`src/rtl/tie_release_sequencer.sv`:
```
// Sequences a bank of tie-protected outputs from their tied value to functional
// values one channel at a time, with a programmable settle gap between steps.
module tie_release_sequencer #(
   parameter int N_CH    = 4,
   parameter int CNT_W   = 8,
   parameter bit TIE_VAL = 1'b1
) (
   input  logic             CLK,
   input  logic             RN,
   input  logic             EN_REQ,
   input  logic             FORCE_TIE,
   input  logic [CNT_W-1:0] DLY,
   input  logic [N_CH-1:0]  D,
   output logic [N_CH-1:0]  Z,
   output logic [N_CH-1:0]  REL,
   output logic             BUSY,
   output logic             ACK
);

   localparam int NREL_W = $clog2(N_CH + 1);
   localparam logic [NREL_W-1:0] NREL_MAX = NREL_W'(N_CH);

   typedef enum logic [1:0] {S_TIED, S_RAMP, S_ON} state_t;

   state_t              r_state, w_state_next;
   logic [N_CH-1:0]     r_rel, w_rel_next;
   logic [NREL_W-1:0]   r_nrel, w_nrel_next;
   logic [CNT_W-1:0]    r_timer, w_timer_next;
   logic                r_dir, w_dir_next;

   always_ff @(posedge CLK or negedge RN) begin
      if (!RN) begin
         r_state <= S_TIED;
         r_rel   <= '0;
         r_nrel  <= '0;
         r_timer <= '0;
         r_dir   <= 1'b0;
      end else begin
         r_state <= w_state_next;
         r_rel   <= w_rel_next;
         r_nrel  <= w_nrel_next;
         r_timer <= w_timer_next;
         r_dir   <= w_dir_next;
      end
   end

   always_comb begin
      w_state_next = r_state;
      w_rel_next   = r_rel;
      w_nrel_next  = r_nrel;
      w_timer_next = r_timer;
      w_dir_next   = r_dir;
      if (FORCE_TIE) begin
         w_state_next = S_TIED;
         w_rel_next   = '0;
         w_nrel_next  = '0;
      end else begin
         case (r_state)
            S_TIED: begin
               if (EN_REQ) begin
                  w_state_next = S_RAMP;
                  w_dir_next   = 1'b1;
                  w_timer_next = DLY;
               end
            end
            S_RAMP: begin
               // A reversal only reloads the timer; the next step waits a full gap.
               if (EN_REQ != r_dir) begin
                  w_dir_next   = EN_REQ;
                  w_timer_next = DLY;
                  if (!EN_REQ && r_nrel == '0)
                     w_state_next = S_TIED;
                  else if (EN_REQ && r_nrel == NREL_MAX)
                     w_state_next = S_ON;
               end else if (r_timer != '0) begin
                  w_timer_next = r_timer - 1'b1;
               end else begin
                  w_timer_next = DLY;
                  if (r_dir) begin
                     w_rel_next  = {r_rel[N_CH-2:0], 1'b1};
                     w_nrel_next = r_nrel + 1'b1;
                     if (r_nrel == NREL_MAX - 1'b1)
                        w_state_next = S_ON;
                  end else begin
                     w_rel_next  = r_rel >> 1;
                     w_nrel_next = r_nrel - 1'b1;
                     if (r_nrel == NREL_W'(1))
                        w_state_next = S_TIED;
                  end
               end
            end
            S_ON: begin
               if (!EN_REQ) begin
                  w_state_next = S_RAMP;
                  w_dir_next   = 1'b0;
                  w_timer_next = DLY;
               end
            end
            default: begin
               w_state_next = S_TIED;
               w_rel_next   = '0;
               w_nrel_next  = '0;
            end
         endcase
      end
   end

   genvar gi;
   generate
      for (gi = 0; gi < N_CH; gi++) begin : g_out
         assign Z[gi] = r_rel[gi] ? D[gi] : TIE_VAL;
      end
   endgenerate

   assign REL  = r_rel;
   assign BUSY = (r_state == S_RAMP);
   assign ACK  = (r_state == S_ON);

endmodule

```
`config.mk`:
```
export PLATFORM = sky130hd
export DESIGN_NAME = tie_release_sequencer
export DESIGN_NICKNAME = d
export VERILOG_FILES = /design/src/rtl/tie_release_sequencer.sv
export SDC_FILE = /design/constraint.sdc
export NUM_CORES = 1
export LEC_CHECK = 0
export CAP_MARGIN = 5
export CORE_MARGIN = 2
export CORE_UTILIZATION = 45
export CTS_BUF_LIST = sky130_fd_sc_hd__clkbuf_8
export DETAILED_ROUTE_END_ITERATION = 6
export GPL_ROUTABILITY_DRIVEN = 1
export MAX_ROUTING_LAYER = met4
export PLACE_DENSITY = 0.74
export SKIP_CTS_REPAIR_TIMING = 1
export SLEW_MARGIN = 25
export SYNTH_ARGS = -nofsm -noshare
export SYNTH_HDL_FRONTEND = slang
export SYNTH_SLANG_ARGS = --single-unit
```
`constraint.sdc`:
```
create_clock -name CLK -period 2.25 [get_ports CLK]
set_input_delay 0.3375 -clock CLK [delete_from_list [all_inputs] [get_ports CLK]]
set_output_delay 0.3375 -clock CLK [all_outputs]
set_load 0.05 [all_outputs]
```
==> Word-level counts from Yosys, hierarchy flattened <==
Index checks and enable logic that the tools add are counted.
{ "totals": {"wordCells": 73, "input_bits": 16, "register_bits": 18, "out_inout_bits": 10} }
{ "op_classes": {"eq_ne": 18, "n_bitwise": 1, "n_reduce_logical": 12, "add_sub_neg": 3, "n_mux": 34} }
{ "ops": {"columns": ["op", "n"], "rows": [
  ["two-way mux 8 bit", 4],
  ["one-hot mux 8 bit (3 select lines)", 1],
  ["two-way mux 2 bit", 10],
  ["two-way mux 4 bit", 4],
  ["two-way mux 3 bit", 4],
  ["!= test 3 bit (second input constant)", 4],
  ["!= test 5 x 3 -> 1 bit (second input constant)", 2],
  ["one-hot mux 4 bit (2 select lines)", 1],
  ["nonzero test 8 bit", 1],
  ["subtractor 8 x 1 -> 8 bit (second input constant)", 1],
  ["two-way mux 1 bit", 7],
  ["one-hot mux 2 bit (3 select lines)", 1],
  ["one-hot mux 3 bit (2 select lines)", 1],
  ["AND reduction 6 bit", 1],
  ["!= test 5 x 2 -> 1 bit (second input constant)", 1],
  ["AND reduction 5 bit", 1],
  ["!= test 2 x 1 -> 1 bit (second input constant)", 2],
  ["!= test 2 bit (second input constant)", 2],
  ["!= test 4 bit (second input constant)", 1],
  ["AND reduction 4 bit", 1],
  ["adder 3 x 1 -> 3 bit (second input constant)", 1],
  ["equality test 3 x 1 -> 1 bit (second input constant)", 1],
  ["equality test 3 x 2 -> 1 bit (second input constant)", 1],
  ["equality test 3 bit (second input constant)", 1],
  ["other kinds (13)", 14]
]} }

==> Depth between registers and ports, before layout <==
Gate-level depths: netlist of the first run.
{ "logic_depth": {"ltp_word": 7, "mapped_depth": 8, "depth_no_buf": 6} }

==> Least setup slack after synthesis of the first run <==
No wires, ideal clock.
{ "synth_timing": {"kind": "register -> register", "start": "register r_dir", "end": "register r_timer[5]", "setup_ns": 0.158, "required_time_ns": 2.092, "stages_incl_launch_ff": 9, "t_arrival_ns": 2.175, "slack_ns": -0.083, "n_path_buf": 2, "synth_period_minus_slack_ns": 2.333, "cell_sequence": "dfrtp_1 > clkbuf_1 > inv_1 > ha_1 > nor3b_1 > o21a_1 > buf_2 > mux2i_1 > a2bb2oi_1"} }
{ "synth_via": {"elab_chain_len": 3} }
{ "synth_lines": {"columns": ["element", "line", "text"], "rows": [
  ["start: declaration", "29", "logic r_dir, w_dir_next;"],
  ["start signal: assignment", "43", "r_dir <= w_dir_next;"],
  ["!= test 1 bit", "68", "if (EN_REQ != r_dir) begin"],
  ["two-way mux 8 bit", "68", null],
  ["one-hot mux 8 bit (3 select lines)", "58", "case (r_state)"],
  ["end signal: assignment", "42", "r_timer <= w_timer_next;"],
  ["end: declaration", "28", "logic [CNT_W-1:0] r_timer, w_timer_next;"]
]} }
No other way between the ends.
A chain may end at the register's enable or synchronous reset.

==> Worst setup path in the final report of the first run <==
{ "layout_timing": {"start": "register r_timer[1]", "end": "register r_state[0]"} }
{ "layout_via": {"elab_chain_len": 3} }
{ "layout_lines": {"columns": ["element", "line", "text"], "rows": [
  ["nonzero test 8 bit", "75", "end else if (r_timer != '0) begin"],
  ["!= test 4 bit (no source line)", null, null],
  ["AND reduction 6 bit (no source line)", null, null],
  ["end signal: assignment", "39", "r_state <= w_state_next;"],
  ["end: declaration", "25", "state_t r_state, w_state_next;"]
]} }
No other way between the ends.

==> tab_implementation.tex, run 1 <==
\begin{tabular}{lr}
\hline
Metric & Value \\
\hline
\multicolumn{2}{l}{\textbf{Pwr}} \\
\quad Peak VDD IR & 638 µV \\
\quad Leakage power total & 0.696 nW \\
\quad Power per standard cell area & 763 nW/µm² \\
\multicolumn{2}{l}{\textbf{GRT}} \\
\quad Antenna violations before repair & 0 \\
\quad Pin count of the biggest net entering global routing & 19 \\
\quad First-pass GRT wire length & 5580 µm \\
\quad Total congestion overflow after global routing & 0 \\
\quad Number of global-route vias before repair & 1357 \\
\quad Combined global-route utilization of all metal layers & 21.6\% \\
\multicolumn{2}{l}{\textbf{Floorplanning}} \\
\quad Overall die width & 57.9 µm \\
\quad Total core area & 2760 µm² \\
\quad Cell row count & 19 \\
\quad Initial core utilization & 47.5\% \\
\quad IO Pins & 26 \\
\quad Total Die Area & 3360 µm² \\
\quad Die Span Y & 57.9 µm \\
\multicolumn{2}{l}{\textbf{Detailed routing}} \\
\quad Overall via count from detail\_route & 1259 \\
\quad Final routed wire length divided by cell count & 14.2 µm \\
\quad DRC Markers & 0 \\
\quad Drt initial violations & 30 \\
\quad Post-route ant nets & 0 \\
\quad Detailed-route vias per instance & 5.83 \\
\quad Total wire length after detailed routing & 3070 µm \\
\quad Number of iterations in the first detailed-routing pass & 4 \\
\multicolumn{2}{l}{\textbf{Synthesis}} \\
\quad Average size of a mapped cell & 8.55 µm² \\
\quad Synthesis Warnings & 0 \\
\quad Part of the Yosys area used for sequential elements & 34.4\% \\
\quad Number of enable flip-flop cells after synthesis & 0 \\
\quad Share of flip-flops with an asynchronous set or reset after synthesis & 100\% \\
\quad Prevailing post-synth register cell & dfrtp\_1 \\
\quad Library cells used by synthesis & 40 \\
\quad Netlist area before placement & 1310 µm² \\
\quad Count of state elements after synthesis & 18 \\
\quad Post-Synthesis Cells & 153 \\
\quad Synthesized netlist net count & 178 \\
\multicolumn{2}{l}{\textbf{Critical path}} \\
\quad Worst r2r path cells & 6 \\
\quad Critical path launch point type & flop \\
\quad Crit Path Max Fanout & 8 \\
\quad Minimum setup slack among reg-to-reg paths & 180 ps \\
\quad CP Data Arrival Time & 2200 ps \\
\quad Endpoint of the worst setup timing path & r\_state[0] \\
\quad Launching point of the worst reg2reg path & r\_timer[1] \\
\quad Kind of critical path & flop to flop \\
\quad Crit end category & flop \\
\quad Required time at the worst-slack endpoint & 2380 ps \\
\quad Reg-to-reg critical path endpoint & r\_state[0] \\
\quad Critical Path Start & r\_timer[1] \\
\multicolumn{2}{l}{\textbf{Finish}} \\
\quad Seq. cell area & 450 µm² \\
\quad Area grow syn2layout & 28.9\% \\
\quad Layout net count & 212 \\
\quad Fraction of layout instances using a drive strength above 1 & 14.6\% \\
\quad Number of antenna cells inserted & 0 \\
\quad Core utilization of the finished layout & 61.2\% \\
\quad Fill cells & 246 \\
\quad Multi-input logic area & 779 µm² \\
\multicolumn{2}{l}{\textbf{Clock tree}} \\
\quad Source-to-sink clock delay at the later pin of the worst-skew pair & 250 ps \\
\quad Number of buffers on the longest clock path & 2 \\
\quad Clock net sink count & 18 \\
\quad Num CTS Buffers & 3 \\
\quad TritonCTS clock tree & done \\
\quad Master cell of the clock root buffer & clkbuf\_8 \\
\quad Deepest level of the CTS H-tree & 1 \\
\quad Clock transition at the registers of the reported paths & 70 ps \\
\multicolumn{2}{l}{\textbf{STA}} \\
\quad Final hold viol count & 0 \\
\quad Total of endpoints with negative setup slack in the final report & 0 \\
\quad Worst clock skew & 6.91 ps \\
\quad Setup total negative slack & 0 ps \\
\quad Maximum clock rate & 484 MHz \\
\quad Actual transition at the worst max-transition pin & 569 ps \\
\quad Slew headroom & 61.8\% \\
\quad RSZ-0062 raised after global routing & false \\
\quad Slew Viols, Final & 0 \\
\quad Final worst path period need & 2070 ps \\
\quad Period utilization & 91.9\% \\
\multicolumn{2}{l}{\textbf{Hold path}} \\
\quad Class of the worst hold path & input pin to async pin \\
\multicolumn{2}{l}{\textbf{Placed design}} \\
\quad Buffers on Ports & 25 \\
\quad Hpwl dp & 2410 µm \\
\quad Weighted congestion reported at the end of routability-driven placement & 0.863 \\
\multicolumn{2}{l}{\textbf{Status}} \\
\quad Result of the run & finished clean \\
\multicolumn{2}{l}{\textbf{Flow run}} \\
\quad Max capacitance violation total & 0 \\
\hline
\end{tabular}
[how the worst min path moves through the flow]
stage	startpoint	endpoint	depth (start not counted)
3_5_place_dp	r_timer[1]	r_timer[1]	2
6_report	RN	r_nrel[1]	2
3_3_place_gp	r_timer[1]	r_timer[1]	2
5_1_grt	RN	r_nrel[1]	2
4_1_cts	RN	r_nrel[1]	2
2_1_floorplan	RN	REL[0]	0
[per-stage QoR]
stage	cells	hold WS (ps)	setup slack, ps	instance area (µm²)	power [W]
floorplan	153	41.9	37.3	1310	0.000858
global placement	213	536	-17.6	1640	0.00103
detailed placement	213	559	-46.6	1640	0.00105
CTS	216	409	118	1680	0.00128
global route	216	423	12.9	1690	0.00139
finish	216	401	182	1690	0.00129
[cell families (layout without fill, tap and decap cells)]
family                     after synthesis  after routing  synth area share (%)
xor gates and xnor gates                 4              4                  2.68
buffers and inverters                   21             53                  6.21
adders and majority gates                9              9                  8.60
and+or+nand+nor                         57             57                  23.7
AOI/OAI and AO/OA                       39             39                  20.6
DFF                                     18             18                  34.4
muxes                                    5              5                  3.82
[per-layer routing]
layer	global-route usage [%]	routed length, µm	up-vias
met5	-	0	-
met4	7.31	29	0
met3	4.91	154	4
met2	36.5	1530	41
met1	25.4	1350	594
li1	-	-	620
[state kept, by name (all words and copies together), names as in the netlist]
| register | flops |
|---|---|
| r_dir | 1 |
| REL | 4 |
| r_nrel | 3 |
| r_state | 2 |
| r_timer | 8 |
[where the power goes]
| group | switching [W] | total (W) | internal (W) | leakage, nW |
|---|---|---|---|---|
| Clock | 0.000110 | 0.000230 | 0.000119 | 0.0216 |
| Sequential | 0.0000861 | 0.000484 | 0.000398 | 0.228 |
| Combinational | 0.000322 | 0.000573 | 0.000251 | 0.446 |
[worst max-delay path, cell delays in order, from the launching register on]
cell	delay, ps
dfrtp_1	400
inv_1	90
ha_1	130
or3b_4	390
or3_4	430
a222oi_1	390
o21ai_0	120
[Yosys cell counts (2+ instances only)]
cell | number | area [µm²]
nor2b_1 | 2 | 12.5
a31oi_1 | 2 | 12.5
clkbuf_1 | 6 | 22.5
nor3b_1 | 2 | 15.0
o311ai_1 | 4 | 35.0
buf_2 | 2 | 10.0
nand4_1 | 3 | 18.8
nor3_1 | 4 | 20.0
ha_1 | 9 | 113
inv_1 | 13 | 48.8
o21ai_0 | 11 | 55.1
a21oi_1 | 7 | 35.0
nand2b_1 | 6 | 37.5
nand2_1 | 15 | 56.3
dfrtp_1 | 18 | 450
a2bb2oi_1 | 3 | 26.3
or3b_2 | 2 | 17.5
mux2i_1 | 5 | 50.1
nor2_1 | 5 | 18.8
nor4_1 | 2 | 12.5
nand3_1 | 10 | 50.1
or3_1 | 2 | 12.5
xor2_1 | 3 | 26.3
[layout by cell type, fill, tap and decap left out, drive strengths merged, types with 6 or more instances in the layout]
cell and instances:
inv 13, o21ai 11, clkdlybuf4s50 20, nand2 15, a21oi 7, nand3 10
ha 9, dfrtp 18, buf 17, nand2b 6
[area by class of cell]
type                            instances  share of cell area [%]
Sequential cell                        18                    26.7
Inverter                               13                    2.89
Clock buffer                            3                    2.45
Multi-Input combinational cell        114                    46.2
Tap cell                               31                    2.30
Timing Repair Buffer                   37                    19.4
Power figures use the tool's default switching activity.
==> inputs of run 2 (changes only) <==
--- a/config.mk
+++ b/config.mk
@@ -5,6 +5,7 @@
 export SDC_FILE = /design/constraint.sdc
 export NUM_CORES = 1
 export LEC_CHECK = 0
+export ABC_CLOCK_PERIOD_IN_PS = 2250
 export CAP_MARGIN = 5
 export CORE_MARGIN = 2
 export CORE_UTILIZATION = 45
==> results of run 2 <==
No change in the layout: final DEF, timing and power equal those of run 1.
==> inputs of run 3 (changes only) <==
--- a/config.mk
+++ b/config.mk
@@ -5,7 +5,7 @@
 export SDC_FILE = /design/constraint.sdc
 export NUM_CORES = 1
 export LEC_CHECK = 0
-export ABC_CLOCK_PERIOD_IN_PS = 2250
+export ABC_CLOCK_PERIOD_IN_PS = 2520
 export CAP_MARGIN = 5
 export CORE_MARGIN = 2
 export CORE_UTILIZATION = 45
@@ -13,7 +13,7 @@
 export DETAILED_ROUTE_END_ITERATION = 6
 export GPL_ROUTABILITY_DRIVEN = 1
 export MAX_ROUTING_LAYER = met4
-export PLACE_DENSITY = 0.74
+export PLACE_DENSITY = 0.71
 export SKIP_CTS_REPAIR_TIMING = 1
 export SLEW_MARGIN = 25
 export SYNTH_ARGS = -nofsm -noshare
==> constraint.sdc (replaced) <==
create_clock -name CLK -period 2.52 [get_ports CLK]
set_input_delay 0.378 -clock CLK [delete_from_list [all_inputs] [get_ports CLK]]
set_output_delay 0.378 -clock CLK [all_outputs]
set_load 0.05 [all_outputs]
==> tab_implementation.tex, run 3 (synthesized netlist as in run 1, its figures left out) <==
\begin{tabular}{lr}
\hline
Metric & Value \\
\hline
\multicolumn{2}{l}{\textbf{Clock tree}} \\
\quad Clock net sink count & 18 \\
\quad Deepest level of the CTS H-tree & 1 \\
\quad Number of buffers on the longest clock path & 2 \\
\quad Master cell of the clock root buffer & clkbuf\_8 \\
\quad TritonCTS clock tree & done \\
\quad Clock transition at the registers of the reported paths & 70 ps \\
\quad Num CTS Buffers & 3 \\
\quad Source-to-sink clock delay at the later pin of the worst-skew pair & 250 ps \\
\multicolumn{2}{l}{\textbf{Critical path}} \\
\quad CP Data Arrival Time & 2310 ps \\
\quad Critical path launch point type & flop \\
\quad Kind of critical path & flop to flop \\
\quad Launching point of the worst reg2reg path & r\_timer[0] \\
\quad Reg-to-reg critical path endpoint & r\_state[0] \\
\quad Crit Path Max Fanout & 14 \\
\quad Required time at the worst-slack endpoint & 2640 ps \\
\quad Worst r2r path cells & 6 \\
\quad Minimum setup slack among reg-to-reg paths & 330 ps \\
\quad Crit end category & flop \\
\multicolumn{2}{l}{\textbf{Finish}} \\
\quad Multi-input logic area & 777 µm² \\
\quad Number of antenna cells inserted & 0 \\
\quad Register with the highest flop count & r\_timer \\
\quad Core utilization of the finished layout & 61.2\% \\
\quad Fill cells & 263 \\
\quad Highest-count cells in the layout ignoring fill and taps & clkdlybuf4s50\_1, dfrtp\_1, nand2\_1 \\
\quad Area grow syn2layout & 29.0\% \\
\quad Max reg flops & 8 \\
\quad Most common cell after layout, fill and taps aside & clkdlybuf4s50\_1 \\
\quad Seq. cell area & 450 µm² \\
\quad Layout net count & 209 \\
\quad Fraction of layout instances using a drive strength above 1 & 10.4\% \\
\multicolumn{2}{l}{\textbf{Pwr}} \\
\quad Internal power component & 0.000715 W \\
\quad Combinational cell fraction of total power & 44.5\% \\
\quad Peak VDD IR & 490 µV \\
\quad Sw Pwr & 0.000465 W \\
\quad Switch share & 39.4\% \\
\quad Clk pwr share & 20.0\% \\
\quad Sequential cell fraction of total power & 35.5\% \\
\quad Power per standard cell area & 699 nW/µm² \\
\quad Leakage power total & 0.688 nW \\
\multicolumn{2}{l}{\textbf{STA}} \\
\quad Total of endpoints with negative setup slack in the final report & 0 \\
\quad Final worst path period need & 2190 ps \\
\quad Slew Viols, Final & 0 \\
\quad RSZ-0062 raised after global routing & false \\
\quad Maximum clock rate & 458 MHz \\
\quad Worst clock skew & 1.89 ps \\
\quad Period utilization & 86.7\% \\
\quad Setup total negative slack & 0 ps \\
\quad Final hold viol count & 0 \\
\quad Slew headroom & 43.1\% \\
\quad Actual transition at the worst max-transition pin & 851 ps \\
\quad Min Hold Slack & 569 ps \\
\multicolumn{2}{l}{\textbf{Floorplanning}} \\
\quad Die Span Y & 57.9 µm \\
\quad Cell row count & 19 \\
\quad IO Pins & 26 \\
\quad Total Die Area & 3360 µm² \\
\quad Initial core utilization & 47.5\% \\
\quad Overall die width & 57.9 µm \\
\quad Total core area & 2760 µm² \\
\multicolumn{2}{l}{\textbf{Detailed routing}} \\
\quad Amount of wire on met3 after detailed routing & 92 µm \\
\quad Number of iterations in the first detailed-routing pass & 6 \\
\quad Overall via count from detail\_route & 1252 \\
\quad Routed metal-1 wirelength & 1360 µm \\
\quad Total wire length after detailed routing & 3090 µm \\
\quad Highest metal layer with signal wires & met4 \\
\quad Drt initial violations & 30 \\
\quad DRC Markers & 0 \\
\quad Detailed-route vias per instance & 5.85 \\
\quad Post-route ant nets & 0 \\
\quad Length of routed met2 wiring & 1610 µm \\
\quad Final routed wire length divided by cell count & 14.4 µm \\
\multicolumn{2}{l}{\textbf{Placed design}} \\
\quad Weighted congestion reported at the end of routability-driven placement & 0.822 \\
\quad Buffers on Ports & 25 \\
\quad Hpwl dp & 2350 µm \\
\multicolumn{2}{l}{\textbf{GRT}} \\
\quad Pin count of the biggest net entering global routing & 19 \\
\quad First-pass GRT wire length & 5300 µm \\
\quad Total congestion overflow after global routing & 0 \\
\quad Number of global-route vias before repair & 1256 \\
\quad Combined global-route utilization of all metal layers & 20.7\% \\
\quad Antenna violations before repair & 0 \\
\multicolumn{2}{l}{\textbf{Flow run}} \\
\quad Max capacitance violation total & 0 \\
\multicolumn{2}{l}{\textbf{Hold path}} \\
\quad Hold Crit Start & r\_timer[1] \\
\quad Hold EP & r\_timer[1] \\
\quad Worst hold path depth & 2 \\
\quad Class of the worst hold path & flop to flop \\
\multicolumn{2}{l}{\textbf{Status}} \\
\quad Result of the run & finished clean \\
\hline
\end{tabular}
[run 3: cell types whose count changed in the layout (fill, tap and decap cells not counted)]
cell             previous run  this run
buf_4                      17         9
clkbuf_8                    3         4
clkdlybuf4s50_1            20        25
inv_1                      12        13
inv_2                       1         0
or3b_2                      1         2
or3b_4                      1         0
[run 3: worst max-delay path, stage by stage (launching register included)]
cell      delay (ps)
dfrtp_1          380
inv_1            110
ha_1             150
or3b_2           490
or3_4            430
a222oi_1         360
o21ai_0          140
[run 3: per-layer routing]
metal  GRT usage, %  vias up
li1               -      615
met1           24.1      610
met2           35.1       23
met3           2.68        4
met4           9.97        0
met5              -        -
[run 3: cell type report]
type | count | area share [%]
Multi-Input combinational cell | 114 | 46.0
Sequential cell | 18 | 26.7
Timing Repair Buffer | 34 | 18.8
Clock buffer | 4 | 3.26
Inverter | 13 | 2.89
Tap cell | 31 | 2.30
[run 3: per-stage QoR]
stage	cell area, µm²	instances	worst slack, ps	total power, W
finish	1690	214	335	0.00118
global route	1690	214	158	0.00127
CTS	1690	214	326	0.00119
detailed placement	1630	210	136	0.000940
global placement	1630	210	182	0.000927
floorplan	1310	153	187	0.000764
[run 3: worst max path at each step]
stage / startpoint / end / slack, ps / cells after the start
3_5_place_dp: EN_REQ / r_timer[2] / 140 / 8
6_report: r_timer[0] / r_state[0] / 330 / 6
5_1_grt: r_timer[0] / r_state[0] / 160 / 6
2_1_floorplan: r_dir / r_timer[5] / 190 / 8
4_1_cts: r_timer[0] / r_state[0] / 330 / 6
3_3_place_gp: EN_REQ / r_timer[2] / 180 / 8
[run 3: power groups by stage]
stage                     logic (W)  clock network (W)  registers [W]
final                      0.000525           0.000236       0.000419
after global routing       0.000583           0.000255       0.000430
after CTS                  0.000520           0.000249       0.000418
after detailed placement   0.000518                  0       0.000423
after global placement     0.000508                  0       0.000419
after floorplan            0.000352                  0       0.000412
